$ cat config.mk
export PLATFORM = sky130hd
export DESIGN_NAME = cci_mpf_shim_lockstep_deq_sched
export DESIGN_NICKNAME = d
export VERILOG_FILES = /design/src/rtl/cci_mpf_shim_lockstep_sched_pkg.sv /design/src/rtl/cci_mpf_prim_credit_counter.sv /design/src/rtl/cci_mpf_shim_lockstep_deq_sched.sv
export SDC_FILE = /design/constraint.sdc
export NUM_CORES = 1
export LEC_CHECK = 0
export CAP_MARGIN = 10
export CORE_MARGIN = 2
export CORE_UTILIZATION = 54
export CTS_CLUSTER_DIAMETER = 200
export DETAILED_ROUTE_END_ITERATION = 8
export PLACE_DENSITY = 0.84
export SETUP_SLACK_MARGIN = 0.5
export SYNTH_ARGS = -nofsm -noshare
export SYNTH_HDL_FRONTEND = slang
export SYNTH_SLANG_ARGS = --single-unit
$ cat constraint.sdc
create_clock -name clk -period 6 [get_ports clk]
set_input_delay 0.9 -clock clk [delete_from_list [all_inputs] [get_ports clk]]
set_output_delay 0.9 -clock clk [all_outputs]
set_load 0.03 [all_outputs]
$ cat src/rtl/cci_mpf_shim_lockstep_sched_pkg.sv
// Shared types for the lockstep Tx dequeue scheduler.
// Scheduler states and counter-width helper.
package cci_mpf_shim_lockstep_sched_pkg;

  typedef enum logic [1:0] {
    RUN,
    INTR_WAIT,
    DRAIN
  } t_lockstep_sched_state;

  localparam int SCHED_MAX_OUT_LIMIT = 255;

  function automatic int cnt_bits(input int a, input int b);
    return $clog2(((a > b) ? a : b) + 1);
  endfunction

endpackage

$ cat src/rtl/cci_mpf_prim_credit_counter.sv
// Outstanding-request counter with a hard limit.
// Saturates at 0 and LIMIT and flags a sticky underflow.
module cci_mpf_prim_credit_counter #(
  parameter int LIMIT = 64,
  parameter int W     = 7
) (
  input  logic         clk,
  input  logic         reset,
  input  logic         inc,
  input  logic         dec,
  output logic [W-1:0] count,
  output logic         full,
  output logic         underflow
);

  localparam logic [W-1:0] LIM = W'(LIMIT);

  assign full = (count >= LIM);

  always_ff @(posedge clk) begin
    if (reset) begin
      count     <= '0;
      underflow <= 1'b0;
    end else begin
      unique case (1'b1)
        inc && !dec: begin
          if (!full) count <= count + 1'b1;
        end
        dec && !inc: begin
          if (count == '0) underflow <= 1'b1;
          else             count <= count - 1'b1;
        end
        default: ;
      endcase
    end
  end

endmodule

$ cat src/rtl/cci_mpf_shim_lockstep_deq_sched.sv
// Lockstep Tx buffer dequeue scheduler.
// Releases a whole head only when every valid part can issue.
module cci_mpf_shim_lockstep_deq_sched
  import cci_mpf_shim_lockstep_sched_pkg::*;
#(
  parameter int MAX_RD_OUT = 64,
  parameter int MAX_WR_OUT = 64,
  parameter int CNT_BITS   = cnt_bits(MAX_RD_OUT, MAX_WR_OUT)
) (
  input  logic                clk,
  input  logic                reset,
  input  logic                head_notEmpty,
  input  logic                head_rdValid,
  input  logic                head_wrValid,
  input  logic                head_intrValid,
  input  logic                c0TxAlmFull,
  input  logic                c1TxAlmFull,
  input  logic                c0_rsp_valid,
  input  logic                c1_rsp_valid,
  input  logic                drain_req,
  output logic                deqTx,
  output logic                drain_done,
  output logic [CNT_BITS-1:0] rd_outstanding,
  output logic [CNT_BITS-1:0] wr_outstanding,
  output logic                err_underflow
);

  t_lockstep_sched_state state, state_next;

  logic rd_full, wr_full;
  logic rd_uf, wr_uf;
  logic rd_ok, wr_ok, intr_ok;
  logic wr_idle;

  assign wr_idle = (wr_outstanding == '0);

  assign rd_ok = !head_rdValid ||
                 (!c0TxAlmFull && !rd_full);
  assign wr_ok = !head_wrValid ||
                 (!c1TxAlmFull && !wr_full);
  // Interrupts must trail every write already in flight.
  assign intr_ok = !head_intrValid ||
                   (!c1TxAlmFull && wr_idle &&
                    !head_wrValid);

  assign deqTx = !reset && head_notEmpty &&
                 (state == RUN) && !drain_req &&
                 rd_ok && wr_ok && intr_ok;

  assign drain_done = (state == DRAIN) &&
                      (rd_outstanding == '0) &&
                      wr_idle;

  assign err_underflow = rd_uf | wr_uf;

  cci_mpf_prim_credit_counter #(
    .LIMIT (MAX_RD_OUT),
    .W     (CNT_BITS)
  ) rd_cnt (
    .clk       (clk),
    .reset     (reset),
    .inc       (deqTx && head_rdValid),
    .dec       (c0_rsp_valid),
    .count     (rd_outstanding),
    .full      (rd_full),
    .underflow (rd_uf)
  );

  cci_mpf_prim_credit_counter #(
    .LIMIT (MAX_WR_OUT),
    .W     (CNT_BITS)
  ) wr_cnt (
    .clk       (clk),
    .reset     (reset),
    .inc       (deqTx && head_wrValid),
    .dec       (c1_rsp_valid),
    .count     (wr_outstanding),
    .full      (wr_full),
    .underflow (wr_uf)
  );

  always_ff @(posedge clk) begin
    if (reset) state <= RUN;
    else       state <= state_next;
  end

  always_comb begin
    state_next = state;
    unique case (state)
      RUN: begin
        if (drain_req)
          state_next = DRAIN;
        else if (head_notEmpty &&
                 head_intrValid && !intr_ok)
          state_next = INTR_WAIT;
      end
      INTR_WAIT: begin
        if (drain_req)    state_next = DRAIN;
        else if (wr_idle) state_next = RUN;
      end
      DRAIN: begin
        if (!drain_req) state_next = RUN;
      end
      default: state_next = RUN;
    endcase
  end

endmodule

==> reports/metrics.csv, run 1 <==
stage;metric;value;unit
synthesis;synthCells;161;
status;status;finished clean;
pwr;peakVddDrop;336;uV
detailed_routing;dr_total_vias;1387;
pwr;p_per_area;539;mW/mm^2
sta;rsz0062_at_grt;false;
clock_network;clk_path_buf_depth;2;
setup_path;critical-path-slowest-cell;clkdlybuf4s50_1;
clock_network;clock_latency;300;ps
clock_network;ctsResizeCount;0;
pwr;power;910;uW
clock_network;cts_tree;built;
final_layout;area_delta_synth_final;24.9;%
synthesis;synth_seq_cells;18;
clock_network;root_buffer;clkbuf_4;
setup_path;critPathMaxFanout;15;
sta;clock-skew-final;2.38;ps
placed_design;hpwl;2700;um
clock_network;postCtsHoldBufs;0;
detailed_routing;wl_per_cell;16.3;um
synthesis;ys_top_cells_by_area;dfxtp_1, ha_1, a21oi_1, o21ai_0, inv_1;
final_layout;fillers;193;
synthesis;synth_top_area_share;26.6;%
die;die-area;0.00292;mm^2
synthesis;synth_largest_area_cell;dfxtp_1;
synthesis;synth_warnings;0;
setup_path;crit_required;6230;ps
global_routing;antenna_found_initial;0;
placed_design;gp_congestion;0.917;
sta;setup-tns-final;0;ps
synthesis;synth_fp_nets;184;
clock_network;cts_setup_buffers;0;
global_routing;grt.overflow.total;0;
final_layout;drive_above_1_share;6.84;%
sta;drv_slew;0;
detailed_routing;drc;0;
placed_design;io_buffers;27;
die;fp.dieW;54.0;um
die;rows;18;
global_routing;grt_pass1_wl;5670;um
hold_path;hp-class;flop to flop;
detailed_routing;ant_nets;0;
die;die_h;54.0;um
synthesis;synth_area;0.00135;mm^2
global_routing;grt_pass1_vias;1294;
final_layout;nets;214;
setup_path;crit_path_end_kind;flop;
sta;fin_crit_sh;68.8;%
sta;setup_viol;0;
clock_network;cts_buffers;3;
final_layout;n_antenna_cell;0;
setup_path;worstSetupPathType;input port to flop;
detailed_routing;dr.pass1.iters;4;
setup_path;cp_cell_sequence;clkdlybuf4s50_1 > nor3_1 > and4_1 > a31oi_1 > ha_1 > nor2b_1 > o31a_1 > o21a_1 > or4_1 > a31oi_1;
synthesis;async_flop_share;0;%
global_routing;grt_max_degree;16;
die;core_area;0.00243;mm^2
synthesis;synth_edf_count;0;
setup_path;slowest_delay;840;ps
setup_path;start_kind;input port;
die;ios;28;
sta;max_freq;0.242;GHz
die;start_util;55.6;%
clock_network;clk_pin_slew;100;ps
synthesis;synth_top_flop_cell;dfxtp_1;
synthesis;ys_types;48;
sta;min_period;4130;ps
detailed_routing;drtIter0Drc;40;
clock_network;ctsHtreeMaxLevel;1;
pwr;p_leak;0.000651;uW
synthesis;syn_area_per_cell;8.40;um^2
synthesis;yosysSeqAreaShare;26.6;%
clock_network;cts_sinks;18;
job;max-cap-violations;0;
setup_path;crit_arrival;4350;ps
detailed_routing;vias_per_cell;6.30;
sta;worstMarginPinSlew;792;ps
setup_path;critPathMostFrequentCell;a31oi_1;
setup_path;crit_buf_inv;1;
detailed_routing;detail_route.wirelength;3590;um
global_routing;track_usage;26.8;%
sta;hold_violations;0;
setup_path;cp_top_family;compound AO/OA/AOI/OAI gates;
sta;relSlewSlack;46.9;%
per-layer routing:
layer  up-vias  wire, um  GRT usage, %
li1        677         -             -
met1       656      1630          34.4
met2        45      1710          44.1
met3         9       174          4.72
met4         0        76          10.8
met5         -         0             0
stage by stage:
| step | util, % | setup WS (ps) | area [um^2] | std cells | hold WS [ps] |
|---|---|---|---|---|---|
| final | 69.4 | 1870 | 1690 | 220 | 492 |
| after global routing | 69.4 | 1650 | 1690 | 220 | 514 |
| after CTS | 69.4 | 1940 | 1690 | 220 | 499 |
| after detailed placement | 68.0 | 1640 | 1650 | 216 | 475 |
| after global placement | 68.0 | 1740 | 1650 | 216 | 470 |
| after floorplan | - | 2660 | 1350 | 161 | 429 |
power by group:
| group | internal (uW) | switching, uW |
|---|---|---|
| clock | 37.0 | 37.6 |
| sequential | 169 | 57.9 |
| combinational | 264 | 344 |
| total | 471 | 440 |
synth_stat cells (3+ instances only):
| cell | n |
|---|---|
| a21oi_1 | 16 |
| a31oi_1 | 5 |
| dfxtp_1 | 18 |
| ha_1 | 10 |
| inv_1 | 12 |
| nand2_1 | 6 |
| nand3_1 | 8 |
| nand4_1 | 3 |
| nor2_1 | 8 |
| nor2b_1 | 3 |
| nor3_1 | 5 |
| o211ai_1 | 4 |
| o21a_1 | 3 |
| o21ai_0 | 9 |
| o21ai_1 | 5 |
| o311a_1 | 3 |
| or3_1 | 4 |
cell families after synthesis:
family | after synthesis | synth area share, %
AO/OA/AOI/OAI | 59 | 30.7
AND/OR/NAND/NOR | 54 | 23.9
flip-flops | 18 | 26.6
buffers and inverters | 14 | 3.89
adder cells (fa/ha/maj) | 12 | 12.2
XOR/XNOR | 3 | 1.94
multiplexers | 1 | 0.740
layout by cell type, fill, tap and decap left out, drive strengths merged, types with 2 or more instances in the layout:
cell           synthesis  routed
nor2b                  3       3
nand4                  4       4
o211ai                 4       4
or4                    2       2
o21a                   3       3
o21ai                 14      14
a21oi                 16      16
clkdlybuf4s50          0      27
nand2b                 2       2
nand3                  8       8
nor4                   2       2
xnor2                  2       2
and3                   2       2
nor2                   8       8
ha                    10      10
nand2                  6       6
o311a                  3       3
clkbuf                 2       4
o31a                   2       2
or3                    4       4
dfxtp                 18      18
or2                    3       3
inv                   12      12
a31oi                  5       5
fa                     2       2
nor3                   5       5
o31ai                  3       3
layout make-up:
| type | instances | area (um^2) | share of cell area, % |
|---|---|---|---|
| multi-input cells | 129 | 940 | 55.6 |
| well taps | 30 | 37.5 | 2.22 |
| clock buffers | 4 | 36.3 | 2.15 |
| flip-flops and latches | 18 | 360 | 21.3 |
| inverters | 12 | 45.0 | 2.67 |
| repair buffers | 27 | 270 | 16.0 |
path summary, 6_finish.rpt:
check	from	endpoint	slack, ps	depth (start not counted)
worst min register to register	rd_cnt.underflow$_SDFFE_PP0P_	rd_cnt.underflow$_SDFFE_PP0P_	490	2
worst min-delay path	rd_cnt.underflow$_SDFFE_PP0P_	rd_cnt.underflow$_SDFFE_PP0P_	490	2
worst max-delay path	reset	rd_cnt.count[6]$_SDFFE_PP0P_	1870	10
worst max register to register	wr_cnt.count[5]$_SDFFE_PP0P_	rd_cnt.count[6]$_SDFFE_PP0P_	2570	9
flip-flops by register name, indices dropped and copies added, names as in the netlist:
register / count
rd_cnt.count: 7
rd_cnt.underflow: 1
state: 2
wr_cnt.count: 7
wr_cnt.underflow: 1
worst reg2reg max path: stages, from the launching register on:
cell and delay, ps:
dfxtp_1 370, or4_4 590, o41ai_2 410, a31oi_1 380, ha_1 460, nor2b_1 170
o31a_1 260, o21a_1 200, or4_1 400, a31oi_1 130
(Power assumes the default switching activity.)
==> run 2, diff against run 1 <==
- CORE_UTILIZATION: 54 -> 51
- PLACE_DENSITY: 0.84 -> 0.8
- clock period: 6 -> 3.91 ns (I/O delays scaled with it)
==> run 2 against run 1 <==
Compared with the run above:
- via count grew 0.29%
- routed wire length shrank 0.28%
- first-iteration DRC count grew 35%
- critical endpoint is now wr_cnt.count[6]$_SDFFE_PP0P_
- clock-buffer cell count shrank 1
- critical path depth grew 2
- clock power grew 33%
- highest routed layer unchanged
- worst setup slack lost 1200 ps
- non-clock buffer count grew 3
- hold slack gained 11 ps
- critical path type unchanged
- total power grew 51%
- die area grew 5.5%
==> reports/metrics.csv, run 2 (same netlist as run 1, synthesis figures left out) <==
stage;metric;value;unit;change
status;status;finished clean;;
sta;relSlewSlack;58.1;%;+11 points
global_routing;grt_pass1_wl;5880;um;+3.7%
setup_path;cp_top_family;compound AO/OA/AOI/OAI gates;;
clock_network;ctsResizeCount;0;;unchanged
setup_path;critical-path-slowest-cell;clkdlybuf4s50_1;;
clock_network;root_buffer;clkbuf_4;;
detailed_routing;dr.pass1.iters;4;;unchanged
sta;clock-skew-final;2.53;ps;+0.150 ps
clock_network;clock_latency;300;ps;about the same
pwr;p_leak;0.000660;uW;+1.2%
sta;drv_slew;0;;unchanged
detailed_routing;detail_route.wirelength;3580;um;-0.28%
sta;setup-tns-final;0;ps;unchanged
sta;fin_crit_sh;82.5;%;
final_layout;n_antenna_cell;0;;unchanged
clock_network;clk_pin_slew;110;ps;about the same
pwr;peakVddDrop;543;uV;+61%
placed_design;hpwl;2650;um;-1.9%
final_layout;nets;217;;+1.4%
setup_path;critPathMaxFanout;5;;-10
final_layout;mostFrequentLayoutCells;clkdlybuf4s50_1, dfxtp_1, a21oi_1;;
die;ios;28;;unchanged
clock_network;cts_sinks;18;;unchanged
placed_design;placed_cells;219;;+1.4%
detailed_routing;wl_per_cell;16.1;um;-1.2%
global_routing;antenna_found_initial;0;;unchanged
sta;hold_violations;0;;unchanged
sta;setup_viol;0;;unchanged
setup_path;cp_cell_sequence;clkdlybuf4s50_1 > o21ai_1 > nand4_2 > or2_2 > nand2_1 > inv_1 > ha_1 > nor2b_1 > o21a_1 > o211ai_1 > a21oi_1 > o311a_1;;
die;fp.dieW;55.5;um;+2.7%
die;die-area;0.00308;mm^2;+5.5%
clock_network;cts_tree;built;;
global_routing;track_usage;23.2;%;-3.6 points
detailed_routing;dr_total_vias;1391;;+0.29%
detailed_routing;ant_nets;0;;unchanged
setup_path;slowest_delay;490;ps;-350 ps
sta;rsz0062_at_grt;false;;
detailed_routing;drc;0;;unchanged
setup_path;crit_path_end_kind;flop;;
final_layout;fin_cells;222;;+0.91%
global_routing;grt_max_degree;15;;-1
die;core_area;0.00250;mm^2;+2.8%
die;start_util;54.1;%;-1.5 points
setup_path;worstSetupPathType;input port to flop;;
final_layout;area_delta_synth_final;25.9;%;
setup_path;crit_arrival;3430;ps;-920 ps
sta;min_period;3220;ps;
pwr;p_per_area;809;mW/mm^2;+50%
final_layout;final_util;68.1;%;-1.3 points
final_layout;drive_above_1_share;8.33;%;+1.5 points
setup_path;start_kind;input port;;
detailed_routing;vias_per_cell;6.27;;-0.62%
clock_network;cts_buffers;3;;unchanged
detailed_routing;drtIter0Drc;54;;+35%
sta;worstMarginPinSlew;624;ps;-168 ps
clock_network;clk_path_buf_depth;2;;unchanged
final_layout;final_common_cell;clkdlybuf4s50_1;;
hold_path;hp-class;flop to flop;;
final_layout;top_regs;rd_cnt.count x7, wr_cnt.count x7, state x2;;
setup_path;crit_required;4110;ps;-2120 ps
die;die_h;55.5;um;+2.7%
placed_design;io_buffers;27;;unchanged
job;max-cap-violations;0;;unchanged
final_layout;fillers;220;;+14%
global_routing;grt_pass1_vias;1280;;-1.1%
die;rows;18;;unchanged
clock_network;postCtsHoldBufs;0;;unchanged
global_routing;grt.overflow.total;0;;unchanged
placed_design;gp_congestion;0.981;;+7.0%
setup_path;crit_buf_inv;2;;+1
sta;max_freq;0.310;GHz;
clock_network;cts_setup_buffers;0;;unchanged
clock_network;ctsHtreeMaxLevel;1;;unchanged
==> run 2: cell count changes in the layout (fill, tap and decap cells not counted) <==
| cell | change |
|---|---|
| buf_4 | +3 |
| clkbuf_8 | -1 |
| nor3_1 | -1 |
| nor3_2 | +1 |
| o21ai_0 | -1 |
| o21ai_1 | +1 |
==> run 2: routing by layer <==
layer  global-route usage, %  share of wire, %  wire length, um  up-vias
met5                       0                 0                0        -
met1                    33.5                48             1730      647
met3                    3.51               6.8              244        8
met2                    34.5                44             1560       57
met4                    9.06               1.2               43        0
li1                        -                 -                -      679
==> run 2: where the power goes <==
group,switching (uW),internal [uW],leakage [uW]
Combinational,521,408,0.000497
Sequential,88.9,259,0.000148
Clock,63.5,36.0,0.0000138
==> run 2: area by class of cell <==
class                   count  area (um^2)  area share, %
clock buffers               3         22.5           1.32
inverters                  12         45.0           2.65
multi-input cells         129          945           55.5
flip-flops and latches     18          360           21.2
well taps                  30         37.5           2.20
repair buffers             30          293           17.2
==> run 2: metrics by stage <==
stage / cell area [um^2] / total power [uW] / setup WS, ps / hold WS [ps]
finish: 1700 / 1380 / 685 / 503
detailed placement: 1680 / 1260 / 323 / 462
global placement: 1680 / 1240 / 363 / 448
CTS: 1700 / 1370 / 646 / 488
global route: 1700 / 1470 / 529 / 534
floorplan: 1350 / 985 / 827 / 429
==> run 2: worst paths after layout <==
| kind | startpoint | end | slack, ps | depth (start not counted) |
|---|---|---|---|---|
| hold / removal | rd_cnt.underflow$_SDFFE_PP0P_ | rd_cnt.underflow$_SDFFE_PP0P_ | 500 | 2 |
| hold reg to reg | rd_cnt.underflow$_SDFFE_PP0P_ | rd_cnt.underflow$_SDFFE_PP0P_ | 500 | 2 |
| setup reg to reg | wr_cnt.count[5]$_SDFFE_PP0P_ | rd_cnt.count[6]$_SDFFE_PP0P_ | 790 | 11 |
| setup / recovery | c1TxAlmFull | wr_cnt.count[6]$_SDFFE_PP0P_ | 690 | 12 |
==> run 2: worst reg2reg max path: stages, from the launching register on <==
cell,delay [ps]
dfxtp_1,360
or4_4,580
o41ai_2,350
a31oi_1,220
buf_4,210
inv_1,60
fa_1,200
nor2b_1,70
o31a_1,260
o21a_1,200
or4_1,400
a31oi_1,140
==> run 3, diff against run 2 <==
- CORE_UTILIZATION: 51 -> 46
- PLACE_DENSITY: 0.8 -> 0.76
- clock period: 3.91 -> 2.67 ns (I/O delays scaled with it)
==> run 3 against run 2 <==
Compared with the run above:
- the flow now finishes with violations (negative setup slack)
- sequential power is 40% higher
- register-to-register slack worse by 1000 ps
- critical endpoint is now rd_cnt.count[6]$_SDFFE_PP0P_
- hold slack worse by 24 ps
- critical path type is now flop to flop
- first-iteration DRC count is 33% higher
==> reports/metrics.csv, run 3 (same netlist as run 1, synthesis figures left out) <==
stage;metric;value;unit;change
status;status;finished with violations;;
status;violations;negative setup slack;;
sta;fin_ws;-243;ps;-928 ps
global_routing;grt.overflow.total;0;;unchanged
sta;fin_crit_sh;109;%;
die;die-area;0.00339;mm^2;+10%
pwr;power;2550;uW;+85%
setup_path;crit_required;2910;ps;-1200 ps
detailed_routing;vias_per_cell;5.95;;-5.1%
placed_design;hpwl;3320;um;+25%
final_layout;final_area;0.00222;mm^2;+30%
sta;setup_viol;3;;+3
placed_design;placed_area;0.00202;mm^2;+21%
final_layout;top_regs;rd_cnt.count x7, wr_cnt.count x7, state x2;;
detailed_routing;dr.pass1.iters;4;;unchanged
setup_path;crit_path_end_kind;flop;;
sta;setup-tns-final;-550;ps;-550 ps
die;ios;28;;unchanged
pwr;peakVddDrop;1080;uV;+100%
clock_network;ctsHtreeMaxLevel;1;;unchanged
job;max-cap-violations;0;;unchanged
global_routing;grt_pass1_wl;7300;um;+24%
pwr;p_leak;0.000928;uW;+41%
final_layout;final_util;79.8;%;+12 points
die;core_area;0.00278;mm^2;+11%
setup_path;crit_arrival;3160;ps;-270 ps
sta;min_period;2910;ps;
clock_network;clk_pin_slew;110;ps;about the same
clock_network;clock_latency;300;ps;about the same
pwr;combPwrFrac;73.9;%;+6.4 points
placed_design;gp_congestion;0.879;;-10%
final_layout;seq_area;367;um^2;+1.7%
detailed_routing;drtIter0Drc;72;;+33%
final_layout;multi_input_area;0.00110;mm^2;+16%
hold_path;hp-class;flop to flop;;
pwr;switching_share;45.8;%;-3.1 points
detailed_routing;wl_per_cell;16.6;um;+3.0%
sta;clock-skew-final;4.04;ps;+1.51 ps
setup_path;critPathMaxFanout;6;;+1
die;rows;19;;+1
final_layout;mostFrequentLayoutCells;buf_4, clkdlybuf4s50_1, dfxtp_1;;
clock_network;cts_sinks;18;;unchanged
placed_design;io_buffers;27;;unchanged
die;start_util;48.6;%;-5.5 points
detailed_routing;dr_total_vias;1600;;+15%
final_layout;area_delta_synth_final;64.1;%;
global_routing;grt_pass1_vias;1589;;+24%
pwr;p_seq_share;19.1;%;-6.2 points
final_layout;n_antenna_cell;0;;unchanged
global_routing;grt_max_degree;15;;unchanged
setup_path;cp_top_family;compound AO/OA/AOI/OAI gates;;
die;die_h;58.2;um;+4.9%
clock_network;clk_path_buf_depth;2;;unchanged
setup_path;critical-path-slowest-cell;or4_4;;
detailed_routing;detail_route.wirelength;4470;um;+25%
clock_network;cts_tree;built;;
sta;drv_slew;0;;unchanged
clock_network;cts_buffers;3;;unchanged
setup_path;worstSetupPathType;flop to flop;;
final_layout;drive_above_1_share;35.3;%;+27 points
pwr;internal_power;1380;uW;+96%
setup_path;start_kind;flop;;
global_routing;track_usage;28.1;%;+4.9 points
sta;rsz0062_at_grt;true;;
sta;worstMarginPinSlew;628;ps;+3.64 ps
die;fp.dieW;58.2;um;+4.9%
pwr;p_per_area;1150;mW/mm^2;+42%
final_layout;fillers;178;;-19%
final_layout;nets;262;;+21%
global_routing;antenna_found_initial;0;;unchanged
sta;hold_violations;0;;unchanged
setup_path;cp_cell_sequence;or4_4 > o41ai_4 > a31oi_4 > ha_4 > nor2b_4 > o31a_1 > o21a_1 > or4_1 > a31oi_1;;
setup_path;crit_buf_inv;0;;-2
sta;relSlewSlack;57.8;%;-0.31 points
placed_design;dp_slack;-538;ps;-861 ps
clock_network;root_buffer;clkbuf_4;;
detailed_routing;drc;0;;unchanged
pwr;p_clk_share;6.9;%;-0.3 points
setup_path;slowest_delay;570;ps;+80 ps
pwr;switchingPower;1170;uW;+73%
detailed_routing;ant_nets;0;;unchanged
sta;max_freq;0.343;GHz;
final_layout;final_common_cell;buf_4;;
## run 3: cell count changes in the layout (fill, tap and decap cells not counted), moves of 5 or more
| cell | change |
|---|---|
| buf_4 | +42 |
| dlygate4sd2_1 | +7 |
| clkdlybuf4s50_1 | -9 |
| buf_6 | +5 |
## run 3: routing by layer
layer | GRT usage (%) | vias up | wire length [um]
met1 | 34.8 | 755 | 1890
met5 | 0 | - | 0
met2 | 50.2 | 64 | 2230
li1 | - | 775 | -
met3 | 4.91 | 6 | 277
met4 | 6.98 | 0 | 65
## run 3: stage by stage
step / hold slack (ps) / cells
6_report: 479 / 269
3_3_place_gp: 448 / 254
3_5_place_dp: 451 / 254
5_1_grt: 501 / 269
2_1_floorplan: 429 / 161
4_1_cts: 477 / 268
## run 3: layout make-up
type / count / share of cell area, %
Sequential cell: 18 / 16.5
Multi-Input combinational cell: 129 / 49.4
Tap cell: 31 / 1.75
Inverter: 12 / 2.03
Clock buffer: 4 / 1.63
Timing Repair Buffer: 75 / 28.6
## run 3: worst register-to-register path, delay by kind of cell (launching register included)
family                     cells  cell delay, ps
AOI/OAI and AO/OA              5            1160
and+or+nand+nor                3            1100
DFF                            1             330
adders and majority gates      1             260
## run 3: path summary, 6_finish.rpt
| path | cells after the start | to | from | slack (ps) |
|---|---|---|---|---|
| max reg2reg | 9 | rd_cnt.count[6]$_SDFFE_PP0P_ | wr_cnt.count[1]$_SDFFE_PP0P_ | -240 |
| min | 2 | wr_cnt.underflow$_SDFFE_PP0P_ | wr_cnt.underflow$_SDFFE_PP0P_ | 480 |
| max | 9 | rd_cnt.count[6]$_SDFFE_PP0P_ | wr_cnt.count[1]$_SDFFE_PP0P_ | -240 |
| min reg2reg | 2 | wr_cnt.underflow$_SDFFE_PP0P_ | wr_cnt.underflow$_SDFFE_PP0P_ | 480 |
## run 3: power by group through the flow
stage          Clock (uW)  Sequential, uW  Combinational (uW)
4_1_cts               182             484                1840
6_report              176             488                1880
2_1_floorplan           0             680                 834
3_5_place_dp            0             490                1690
3_3_place_gp            0             483                1630
5_1_grt               192             502                2030
## run 3: what timing repair did
item,CTS,global route
endpoints found under the hold margin,0,0
gates resized for setup,29,4
buffers inserted,10,1
pin swaps,18,5
gates cloned,0,0
hold buffers,0,0
endpoints found under the setup margin,15,13
